`src/rtl/knn_ctrl.sv`:
```
// knn_ctrl: sequences test/training memory reads into a KNN core
// and returns each test point's captured neighbour labels.
module knn_ctrl #(
  parameter int DATA_W      = 32,
  parameter int LABEL       = 8,
  parameter int N_NEIGHBOUR = 10,
  parameter int ADDR_W      = 10
) (
  input  logic                         clk,
  input  logic                         rst,
  input  logic                         run,
  input  logic                         abort,
  input  logic [ADDR_W-1:0]            n_train,
  input  logic [ADDR_W-1:0]            n_test,
  output logic                         train_rd_en,
  output logic [ADDR_W-1:0]            train_addr,
  input  logic [DATA_W-1:0]            train_data,
  input  logic [LABEL-1:0]             train_label,
  output logic                         test_rd_en,
  output logic [ADDR_W-1:0]            test_addr,
  input  logic [DATA_W-1:0]            test_data,
  output logic [DATA_W-1:0]            core_A,
  output logic [DATA_W-1:0]            core_B,
  output logic [LABEL-1:0]             core_label,
  output logic                         core_start,
  output logic                         core_valid,
  input  logic [LABEL*N_NEIGHBOUR-1:0] neighbour_info,
  output logic                         res_valid,
  input  logic                         res_ready,
  output logic [ADDR_W-1:0]            res_idx,
  output logic [LABEL*N_NEIGHBOUR-1:0] res_info,
  output logic                         busy,
  output logic                         done
);

  typedef enum logic [2:0] {
    IDLE, LOAD, START, STREAM, DRAIN, RESULT
  } state_t;

  state_t state, state_d;

  logic [ADDR_W-1:0] nt_q, ns_q;
  logic [ADDR_W-1:0] t_q, t_d;
  logic [ADDR_W-1:0] j_q, j_d;
  logic go, empty, last_t, last_j;

  logic              test_rd_en_d, train_rd_en_d;
  logic              core_start_d, core_valid_d;
  logic              res_valid_d, busy_d, done_d;
  logic [ADDR_W-1:0] test_addr_d, train_addr_d;

  assign go     = run && (n_train != '0) && (n_test != '0);
  assign empty  = run && ((n_train == '0) || (n_test == '0));
  assign last_t = (t_q == ns_q - 1'b1);
  assign last_j = (j_q == nt_q - 1'b1);

  always_ff @(posedge clk or posedge rst) begin
    if (rst) begin
      state <= IDLE;
      nt_q  <= '0;
      ns_q  <= '0;
      t_q   <= '0;
      j_q   <= '0;
    end else begin
      state <= state_d;
      t_q   <= t_d;
      j_q   <= j_d;
      if (state == IDLE && go) begin
        nt_q <= n_train;
        ns_q <= n_test;
      end
    end
  end

  always_comb begin
    state_d = state;
    t_d     = t_q;
    j_d     = j_q;
    unique case (state)
      IDLE: if (go) begin
        state_d = LOAD;
        t_d     = '0;
      end
      LOAD:  state_d = START;
      START: begin
        state_d = STREAM;
        j_d     = '0;
      end
      STREAM: begin
        j_d = j_q + 1'b1;
        if (last_j) state_d = DRAIN;
      end
      DRAIN: state_d = RESULT;
      RESULT: if (res_ready) begin
        if (last_t) state_d = IDLE;
        else begin
          state_d = LOAD;
          t_d     = t_q + 1'b1;
        end
      end
      default: state_d = IDLE;
    endcase
    if (abort && state != IDLE) state_d = IDLE;
  end

  // Strobes are derived from the next state so they register in step with it.
  always_comb begin
    test_rd_en_d  = (state_d == LOAD);
    test_addr_d   = test_rd_en_d ? t_d : '0;
    core_start_d  = (state_d == START);
    core_valid_d  = (state_d == STREAM);
    train_rd_en_d = core_start_d ||
                    (core_valid_d && (j_d < nt_q - 1'b1));
    train_addr_d  = '0;
    if (core_valid_d && train_rd_en_d)
      train_addr_d = j_d + 1'b1;
    res_valid_d   = (state_d == RESULT);
    busy_d        = (state_d != IDLE);
    done_d        = (state == IDLE && empty) ||
                    (state == RESULT && res_ready && last_t && !abort);
  end

  always_ff @(posedge clk or posedge rst) begin
    if (rst) begin
      test_rd_en  <= 1'b0;
      test_addr   <= '0;
      train_rd_en <= 1'b0;
      train_addr  <= '0;
      core_start  <= 1'b0;
      core_valid  <= 1'b0;
      res_valid   <= 1'b0;
      busy        <= 1'b0;
      done        <= 1'b0;
      core_A      <= '0;
      res_idx     <= '0;
      res_info    <= '0;
    end else begin
      test_rd_en  <= test_rd_en_d;
      test_addr   <= test_addr_d;
      train_rd_en <= train_rd_en_d;
      train_addr  <= train_addr_d;
      core_start  <= core_start_d;
      core_valid  <= core_valid_d;
      res_valid   <= res_valid_d;
      busy        <= busy_d;
      done        <= done_d;
      if (state == START) core_A <= test_data;
      if (state == DRAIN) begin
        res_idx  <= t_q;
        res_info <= neighbour_info;
      end
    end
  end

  // Read data lands in the same cycle as its core_valid strobe, so the
  // candidate is forwarded straight from the memory port, gated to zero.
  assign core_B     = core_valid ? train_data  : '0;
  assign core_label = core_valid ? train_label : '0;

endmodule

```
`config.mk`:
```
export PLATFORM = sky130hd
export DESIGN_NAME = knn_ctrl
export DESIGN_NICKNAME = d
export VERILOG_FILES = /design/src/rtl/knn_ctrl.sv
export SDC_FILE = /design/constraint.sdc
export NUM_CORES = 1
export LEC_CHECK = 0
export CORE_MARGIN = 3
export CORE_UTILIZATION = 47
export DETAILED_ROUTE_END_ITERATION = 6
export PLACE_DENSITY_LB_ADDON = 0.2
export SLEW_MARGIN = 10
export SYNTH_ARGS = -nofsm -noshare
export SYNTH_HDL_FRONTEND = slang
export SYNTH_SLANG_ARGS = --single-unit
```
`constraint.sdc`:
```
create_clock -name clk -period 10.15 [get_ports clk]
set_input_delay 1.5225 -clock clk [delete_from_list [all_inputs] [get_ports clk]]
set_output_delay 1.5225 -clock clk [all_outputs]
set_load 0.02 [all_outputs]
```
==> impl_metrics.tcl, run 1 <==
set metrics [dict create \
    root_buffer "clkbuf_16" \
    synth_top_area_frac 0.542 \
    crit_arrival_ns 2.81 \
    worstPathMaxFanout 1 \
    fin_nets 1247 \
    yosys.area.top_type "dfrtp_1" \
    drt-met1-wl_um 9740 \
    synth_seq_area_share 0.542 \
    fin_skew_ns 0.00995 \
    nFillCells 1310 \
    outcome "completed" \
    core_sq_um 18300 \
    clkSinkCount 192 \
    cts_tree "built" \
    drcViolationCount 0 \
    clk_pin_slew_ns 0.07 \
    dr.first_iter.drc_count 405 \
    max_freq_ghz 0.231 \
    hpwlAfterDp_um 19700 \
    die_area_sq_um 20500 \
    yosys_warnings 0 \
    syn_nets 900 \
    die_h_um 143 \
    netlist_area_sq_um 8870 \
    worst_skew_pair.late_latency_ns 0.43 \
    grt_setup_unrepaired "false" \
    maxSlewViolCount 0 \
    syn-instance-count 709 \
    powerDensity_nw_per_um2 178 \
    wl_per_cell_um 20.0 \
    p_leak_nw 5.72 \
    grt-ovfl-total 0 \
    async_flop_share 1.00 \
    ioPinCount 366 \
    yosys-top-cells-area "dfrtp_1, mux2_2, and2_1" \
    post-cts-setup-buffers 0 \
    cts_resized 0 \
    vdd.ir_drop.worst_mv 0.128 \
    synth_cell_types 59 \
    start_util 0.485 \
    worstSetupStartpointType "input port" \
    synth_most_common_cell "dfrtp_1" \
    first_global_vias 7250 \
    ctsLongestPathBuffers 2 \
    synthTopCellsByCount "dfrtp_1, mux2_2, and2_1, clkbuf_1, nand2_1" \
    grt_pass1_wl_um 39200 \
    maxCapViolCount 0 \
    period_minus_slack_ns 4.33 \
    slew_headroom 0.317 \
    worstMarginPinSlew_ns 1.02 \
    die_w_um 143 \
    vias 6943 \
    cts_hold_buf 0 \
    dr_wl_met3_um 2280 \
    io_buffers 365 \
    antenna_found_initial 1 \
    end_kind "output pin" \
    synth-edff-count 0 \
    ant_nets 0 \
    hold_class "register to register" \
    ys_ff_latch 192 \
    utilization 0.724 \
    critPathRequiredTime_ns 8.63 \
    highest_layer "met4" \
    setup_violations 0 \
    routabilityCongestion 0.849 \
    routed_wl_um 26000 \
    wl_met2_um 13400 \
    via_per_inst 5.36 \
    avgSynthCellArea_sq_um 12.5 \
    finalCritPeriodShare 0.427 \
    fp-row-count 49 \
    syn2layout_area_growth_pct 49.1 \
    drive_gt1_frac 0.180 \
    cts-buffers-inserted 17 \
    ys.flop_type "dfrtp_1" \
    hold_viol 0 \
    crit_type "input port to output pin" \
    grt_start_max_net_pins 135 \
    firstDrtPassIters 5 \
    track_usage 0.248 \
    htree_levels 4 \
    fin_tns_setup_ns 0 \
]
registers in the layout, indices dropped and copies added (netlist names):
name         cells
busy             1
core_A          32
core_start       1
core_valid       1
done             1
j_q             10
ns_q            10
nt_q            10
res_idx         10
res_info        80
res_valid        1
state            3
t_q             10
test_addr       10
test_rd_en       1
train_addr      10
train_rd_en      1
per-stage QoR:
stage | total power, mW | worst slack (ns) | hold slack [ns] | std cells | cell area (sq um)
global placement | 1.72 | 5.83 | 0.488 | 1266 | 12700
CTS | 2.37 | 5.82 | 0.510 | 1294 | 13200
detailed placement | 1.74 | 5.73 | 0.495 | 1266 | 12700
finish | 2.35 | 5.82 | 0.507 | 1296 | 13200
floorplan | 1.40 | 3.40 | 0.501 | 709 | 8870
global route | 2.46 | 5.76 | 0.522 | 1295 | 13200
routing by layer:
| layer | GRT usage | vias to the layer above |
|---|---|---|
| li1 | - | 3217 |
| met1 | 0.285 | 3402 |
| met2 | 0.437 | 293 |
| met3 | 0.0859 | 31 |
| met4 | 0.0788 | 0 |
| met5 | 0 | - |
where the power goes:
part           total [mW]  switching [mW]  internal, mW
logic               0.734           0.351         0.384
clock network       0.627           0.287         0.340
registers           0.989           0.112         0.876
cells by family (layout without fill, tap and decap cells):
| kind of cell | Yosys count | count (layout) | synth area share |
|---|---|---|---|
| other | 0 | 2 | 0 |
| muxes | 155 | 155 | 0.196 |
| AOI/OAI and AO/OA | 65 | 65 | 0.0556 |
| DFF | 192 | 192 | 0.542 |
| adders and majority gates | 14 | 14 | 0.0198 |
| buffers and inverters | 50 | 406 | 0.0219 |
| and+or+nand+nor | 198 | 198 | 0.131 |
| xor gates and xnor gates | 35 | 35 | 0.0346 |
area by class of cell:
class / instances / area (sq um) / area share
flip-flops and latches: 192 / 4800 / 0.363
well taps: 229 / 287 / 0.0217
clock inverters: 9 / 87.6 / 0.00662
diodes: 2 / 5.00 / 0.000379
clock buffers: 19 / 443 / 0.0335
inverters: 11 / 48.8 / 0.00369
multi-input cells: 467 / 3880 / 0.293
repair buffers: 367 / 3670 / 0.277
worst max-delay path, cell delays in order:
cell and delay, ns:
clkdlybuf4s50_1 0.54, and2_1 0.14, clkdlybuf4s50_1 0.60
placed cells by master, fill, tap and decap left out, types with 8 or more instances in the layout:
| master | netlist | routed |
|---|---|---|
| a21oi_1 | 11 | 11 |
| and2_1 | 43 | 42 |
| clkbuf_16 | 0 | 17 |
| clkdlybuf4s50_1 | 0 | 365 |
| dfrtp_1 | 192 | 192 |
| ha_1 | 14 | 14 |
| inv_1 | 11 | 10 |
| mux2_2 | 147 | 147 |
| mux2i_1 | 8 | 8 |
| nand2_1 | 28 | 28 |
| nand3_1 | 17 | 17 |
| nor2_1 | 18 | 17 |
| nor2b_1 | 13 | 13 |
| nor3_1 | 17 | 17 |
| nor4_1 | 8 | 8 |
| o21ai_0 | 15 | 15 |
| or4_1 | 8 | 8 |
| xnor2_1 | 23 | 23 |
| xor2_1 | 12 | 12 |
final timing paths:
path,slack (ns),startpoint,cells past startpoint,to
worst max-delay path,5.82,train_data[6],3,core_B[6]
min in group asynchronous,1.70,rst,2,res_info[63]
worst min register to register,0.51,res_info[1],1,res_info[1]
worst min-delay path,0.51,res_info[1],1,res_info[1]
max in group asynchronous,7.15,rst,3,j_q[8]
worst max register to register,6.30,state[1],9,train_addr[4]
Power figures use the tool's default switching activity.
==> run 2, diff against run 1 <==
Settings changed: CORE_UTILIZATION 47 to 39.
Clock period 10.15 ns to 3.6 ns, I/O delays scaled along.
==> run 2 against run 1 <==
First-iteration DRC count decreased by 26%. Sequential share of layout area is 0.65 points lower. Clock power rose to 3.0 times the previous value. Combinational power rose to 2.9 times the previous value. Final area is 1.8% higher. Via count decreased by 1.4%. Sequential cell count unchanged.
==> impl_metrics.tcl, run 2 (same netlist as run 1, synthesis figures left out) <==
set metrics [dict create \
    ant_nets 0 \
    reg_top3 "res_info (80), core_A (32)" \
    r2r_cells 11 \
    first_global_vias 7193 \
    worstPathMaxFanout 11 \
    p_leak_nw 5.80 \
    routabilityCongestion 0.889 \
    regMostFlops "res_info" \
    htree_levels 4 \
    maxSlewViolCount 0 \
    antenna_found_initial 2 \
    worst_skew_pair.late_latency_ns 0.44 \
    critPathRequiredTime_ns 3.92 \
    critPathSlowestCell "a2111o_1" \
    grt_busiest_layer "met2" \
    layout_commonest_cell "clkdlybuf4s50_1" \
    firstDrtPassIters 4 \
    worstMarginPinSlew_ns 0.884 \
    io_buffers 365 \
    vias 6845 \
    end_kind "register" \
    dr.first_iter.drc_count 299 \
    period_minus_slack_ns 3.33 \
    clkSinkCount 192 \
    die_area_sq_um 24600 \
    cp_top_family "compound AO/OA/AOI/OAI gates" \
    crit_type "register to register" \
    r2r-start "j_q[4]" \
    use_met3 0.0843 \
    setup_violations 0 \
    vdd.ir_drop.worst_mv 0.321 \
    outcome "completed" \
    die_h_um 157 \
    multi_input_area_sq_um 3880 \
    regArea_sq_um 4800 \
    crit_arrival_ns 3.65 \
    syn2layout_area_growth_pct 51.8 \
    post-cts-setup-buffers 0 \
    grt_setup_unrepaired "false" \
    finalCritPeriodShare 0.924 \
    cts_resized 0 \
    drcViolationCount 0 \
    hold_viol 0 \
    crit_chain "nand3_1 -> nor3_1 -> mux2_2 -> a22o_1 -> ha_1 -> a21oi_1 -> nor2b_1 -> o21ai_0 -> nand2b_1 -> a2111o_1 -> nor4_1" \
    powerDensity_nw_per_um2 504 \
    fin_tns_setup_ns 0 \
    maxCapViolCount 0 \
    core_sq_um 22100 \
    grt_pass1_wl_um 41400 \
    hold_class "input port to async pin" \
    r2r-end "train_addr[4]" \
    routed_wl_um 27000 \
    fin_skew_ns 0.0201 \
    nFillCells 1759 \
    wl_per_cell_um 19.8 \
    slowest_delay_ns 0.51 \
    max_freq_ghz 0.300 \
    via_per_inst 5.02 \
    hpwlAfterDp_um 20600 \
    ioPinCount 366 \
    ctsLongestPathBuffers 2 \
    worstSetupStartpointType "register" \
    slew_headroom 0.411 \
    largest_reg_flops 80 \
    final_cell_mix "clkdlybuf4s50_1, dfrtp_1, mux2_2" \
    grt-ovfl-total 0 \
    grt_start_max_net_pins 87 \
    fin_nets 1258 \
    fp-row-count 54 \
    die_w_um 157 \
    clk_pin_slew_ns 0.09 \
    drive_gt1_frac 0.192 \
    cts-buffers-inserted 17 \
    start_util 0.401 \
    cts_hold_buf 0 \
    root_buffer "clkbuf_16" \
    hold_ws_ns 0.459 \
    r2r_slack_ns 0.27 \
    track_usage 0.218 \
    grt_use_met1 0.279 \
    worst-path-buf-inv 0 \
    met2_usage 0.352 \
    cts_tree "built" \
]
run 2: cell count changes in the layout (fill, tap and decap cells not counted), sizes merged:
cell,delta
inv,+5
clkinvlp,+2
bufinv,-1
buf,+11
clkbuf,-1
clkinv,-1
diode,+2
run 2: worst max-delay path by stage:
stage                       from             to  slack [ns]  depth (start not counted)
after floorplan              rst           busy        0.58                          1
after global placement    j_q[2]  train_addr[4]        0.38                         11
after detailed placement  j_q[4]  train_addr[4]        0.27                         11
after CTS                 j_q[4]  train_addr[4]        0.26                         11
after global routing      j_q[2]  train_addr[4]        0.01                         11
final                     j_q[4]  train_addr[4]        0.27                         11
run 2: cell type report:
class | instances | share of cell area
Timing Repair Buffer | 378 | 0.281
Multi-Input combinational cell | 467 | 0.288
Sequential cell | 192 | 0.357
Inverter | 11 | 0.00335
Tap cell | 280 | 0.0260
Clock buffer | 18 | 0.0319
Clock inverter | 14 | 0.0117
Antenna cell | 4 | 0.000743
run 2: worst reg2reg max path: stages, from the launching register on:
cell and delay (ns):
dfrtp_1 0.45, nand3_1 0.23, nor3_1 0.31, mux2_2 0.37
a22o_1 0.25, ha_1 0.33, a21oi_1 0.15, nor2b_1 0.05
o21ai_0 0.15, nand2b_1 0.08, a2111o_1 0.51, nor4_1 0.35
run 2: where the power goes:
group	switching (mW)	internal, mW
Combinational	1.02	1.10
Clock	0.961	0.935
Sequential	0.307	2.47
run 2: per-layer routing:
metal | share of wire | vias up
li1 | - | 3240
met1 | 0.41 | 3361
met2 | 0.50 | 225
met3 | 0.083 | 19
met4 | 0.012 | 0
met5 | 0 | -
run 2: stage by stage:
step                instances  setup WS, ns  power, mW  cell area (sq um)  utilization
CTS                      1360         0.256       6.87              13500        0.609
global route             1362        0.0144       7.17              13500        0.609
finish                   1364         0.272       6.79              13500        0.609
floorplan                 709         0.584       3.94               8870            -
global placement         1328         0.384       4.93              12900        0.582
detailed placement       1328         0.269       4.94              12900        0.582
==> run 3, diff against run 2 <==
Settings changed: CORE_ASPECT_RATIO set to 0.5.
==> run 3 against run 2 <==
Core utilization rose by 0.47 points. Largest cell class unchanged. Via count rose by 0.28%. Combinational power barely moved. Critical path type unchanged. Setup slack got worse by 0.065 ns.
==> impl_metrics.tcl, run 3 (same netlist as run 1, synthesis figures left out) <==
set metrics [dict create \
    grt_setup_unrepaired "false" \
    final_cell_mix "clkdlybuf4s50_1, dfrtp_1, mux2_2" \
    track_usage 0.212 \
    powerDensity_nw_per_um2 502 \
    r2r-end "train_addr[4]" \
    critPathRequiredTime_ns 3.92 \
    worstPathMaxFanout 11 \
    cp-startpoint "j_q[4]" \
    via_per_inst 4.97 \
    syn2layout_area_growth_pct 52.5 \
    htree_levels 4 \
    grt-ovfl-total 0 \
    die_h_um 113 \
    crit_chain "nand3_1 -> nor3_2 -> mux2_2 -> a22o_1 -> ha_1 -> a21oi_1 -> nor2b_1 -> o21ai_0 -> nand2b_1 -> a2111o_1 -> buf_12 -> nor4_1" \
    hold_viol 0 \
    core_sq_um 22000 \
    die_w_um 219 \
    cts_hold_buf 0 \
    highest_layer "met5" \
    drive_gt1_frac 0.192 \
    worst_skew_pair.late_latency_ns 0.44 \
    p_leak_nw 5.83 \
    drt-met1-wl_um 10600 \
    routed_wl_um 25900 \
    wl_met2_um 13100 \
    firstDrtPassIters 5 \
    slew_headroom 0.413 \
    largest_reg_flops 80 \
    worstSetupStartpointType "register" \
    crit_cells 12 \
    hpwlAfterDp_um 19900 \
    maxCapViolCount 0 \
    dr_wl_met3_um 1900 \
    vias 6864 \
    vdd.ir_drop.worst_mv 0.319 \
    cts_tree "built" \
    fin_skew_ns 0.00935 \
    drcViolationCount 0 \
    dr.first_iter.drc_count 248 \
    r2r_slack_ns 0.21 \
    io_buffers 365 \
    utilization 0.614 \
    fp-row-count 38 \
    ant_nets 0 \
    wl_per_cell_um 18.8 \
    end_kind "register" \
    grt_pass1_wl_um 40400 \
    die_area_sq_um 24700 \
    hold_class "register to register" \
    n_antenna_cell 0 \
    maxSlewViolCount 0 \
    clk_pin_slew_ns 0.07 \
    cts-buffers-inserted 17 \
    start_util 0.403 \
    p_total_mw 6.78 \
    period_minus_slack_ns 3.39 \
    nFillCells 1760 \
    postLayoutCellArea_sq_um 13500 \
    grt_start_max_net_pins 56 \
    clkSinkCount 192 \
    routabilityCongestion 0.836 \
    cp-endpoint "train_addr[4]" \
    crit_type "register to register" \
    max_freq_ghz 0.295 \
    worst-path-buf-inv 1 \
    r2r-start "j_q[4]" \
    cts_resized 0 \
    layout_commonest_cell "clkdlybuf4s50_1" \
    ctsLongestPathBuffers 2 \
    slowest_delay_ns 0.47 \
    ioPinCount 366 \
    post-cts-setup-buffers 0 \
    regMostFlops "res_info" \
    worstMarginPinSlew_ns 0.880 \
    fin_nets 1259 \
    fin_tns_setup_ns 0 \
    critPathSlowestCell "dfrtp_1" \
    place_area_sq_um 12900 \
    first_global_vias 7340 \
    finalCritPeriodShare 0.942 \
    reg_top3 "res_info (80), core_A (32)" \
    r2r_cells 12 \
    antenna_found_initial 1 \
    crit_arrival_ns 3.71 \
    outcome "completed" \
    setup_violations 0 \
    cp_top_family "simple AND/OR/NAND/NOR gates" \
    root_buffer "clkbuf_16" \
]
[run 3: changes by cell type in the layout (fill, tap and decap cells not counted), sizes merged]
cell / change
inv: -5
clkinv: +2
diode: -4
clkinvlp: -2
bufinv: +2
clkbuf: +3
buf: +1
[run 3: metal layers]
| metal | vias to the layer above | global-route usage |
|---|---|---|
| met5 | - | 0 |
| met4 | 2 | 0.0530 |
| met3 | 24 | 0.0763 |
| met2 | 180 | 0.369 |
| met1 | 3416 | 0.251 |
| li1 | 3242 | - |
[run 3: worst min path at each step]
stage / startpoint / endpoint / slack, ns / cells past startpoint
floorplan: nt_q[9] / nt_q[9] / 0.50 / 1
global placement: res_info[5] / res_info[5] / 0.49 / 1
detailed placement: res_idx[4] / res_idx[4] / 0.49 / 1
CTS: res_info[1] / res_info[1] / 0.51 / 1
global route: res_info[55] / res_info[55] / 0.52 / 1
finish: res_info[63] / res_info[63] / 0.51 / 1
[run 3: cell type report]
type,count,area [sq um],area share
Clock buffer,21,460,0.0341
Tap cell,300,375,0.0278
Clock inverter,11,128,0.00944
Multi-Input combinational cell,467,3880,0.287
Timing Repair Buffer,379,3820,0.283
Inverter,11,45.0,0.00333
Sequential cell,192,4800,0.355
[run 3: report_power, final]
part           internal [mW]  switching (mW)
logic                   1.11           0.998
clock network           1.07           0.833
registers               2.47           0.306
[run 3: stage by stage]
step / hold slack, ns / worst slack, ns / cells
6_report: 0.505 / 0.207 / 1381
3_5_place_dp: 0.494 / 0.162 / 1349
2_1_floorplan: 0.501 / 0.584 / 709
4_1_cts: 0.509 / 0.196 / 1381
5_1_grt: 0.519 / 0.0538 / 1381
3_3_place_gp: 0.489 / 0.188 / 1349
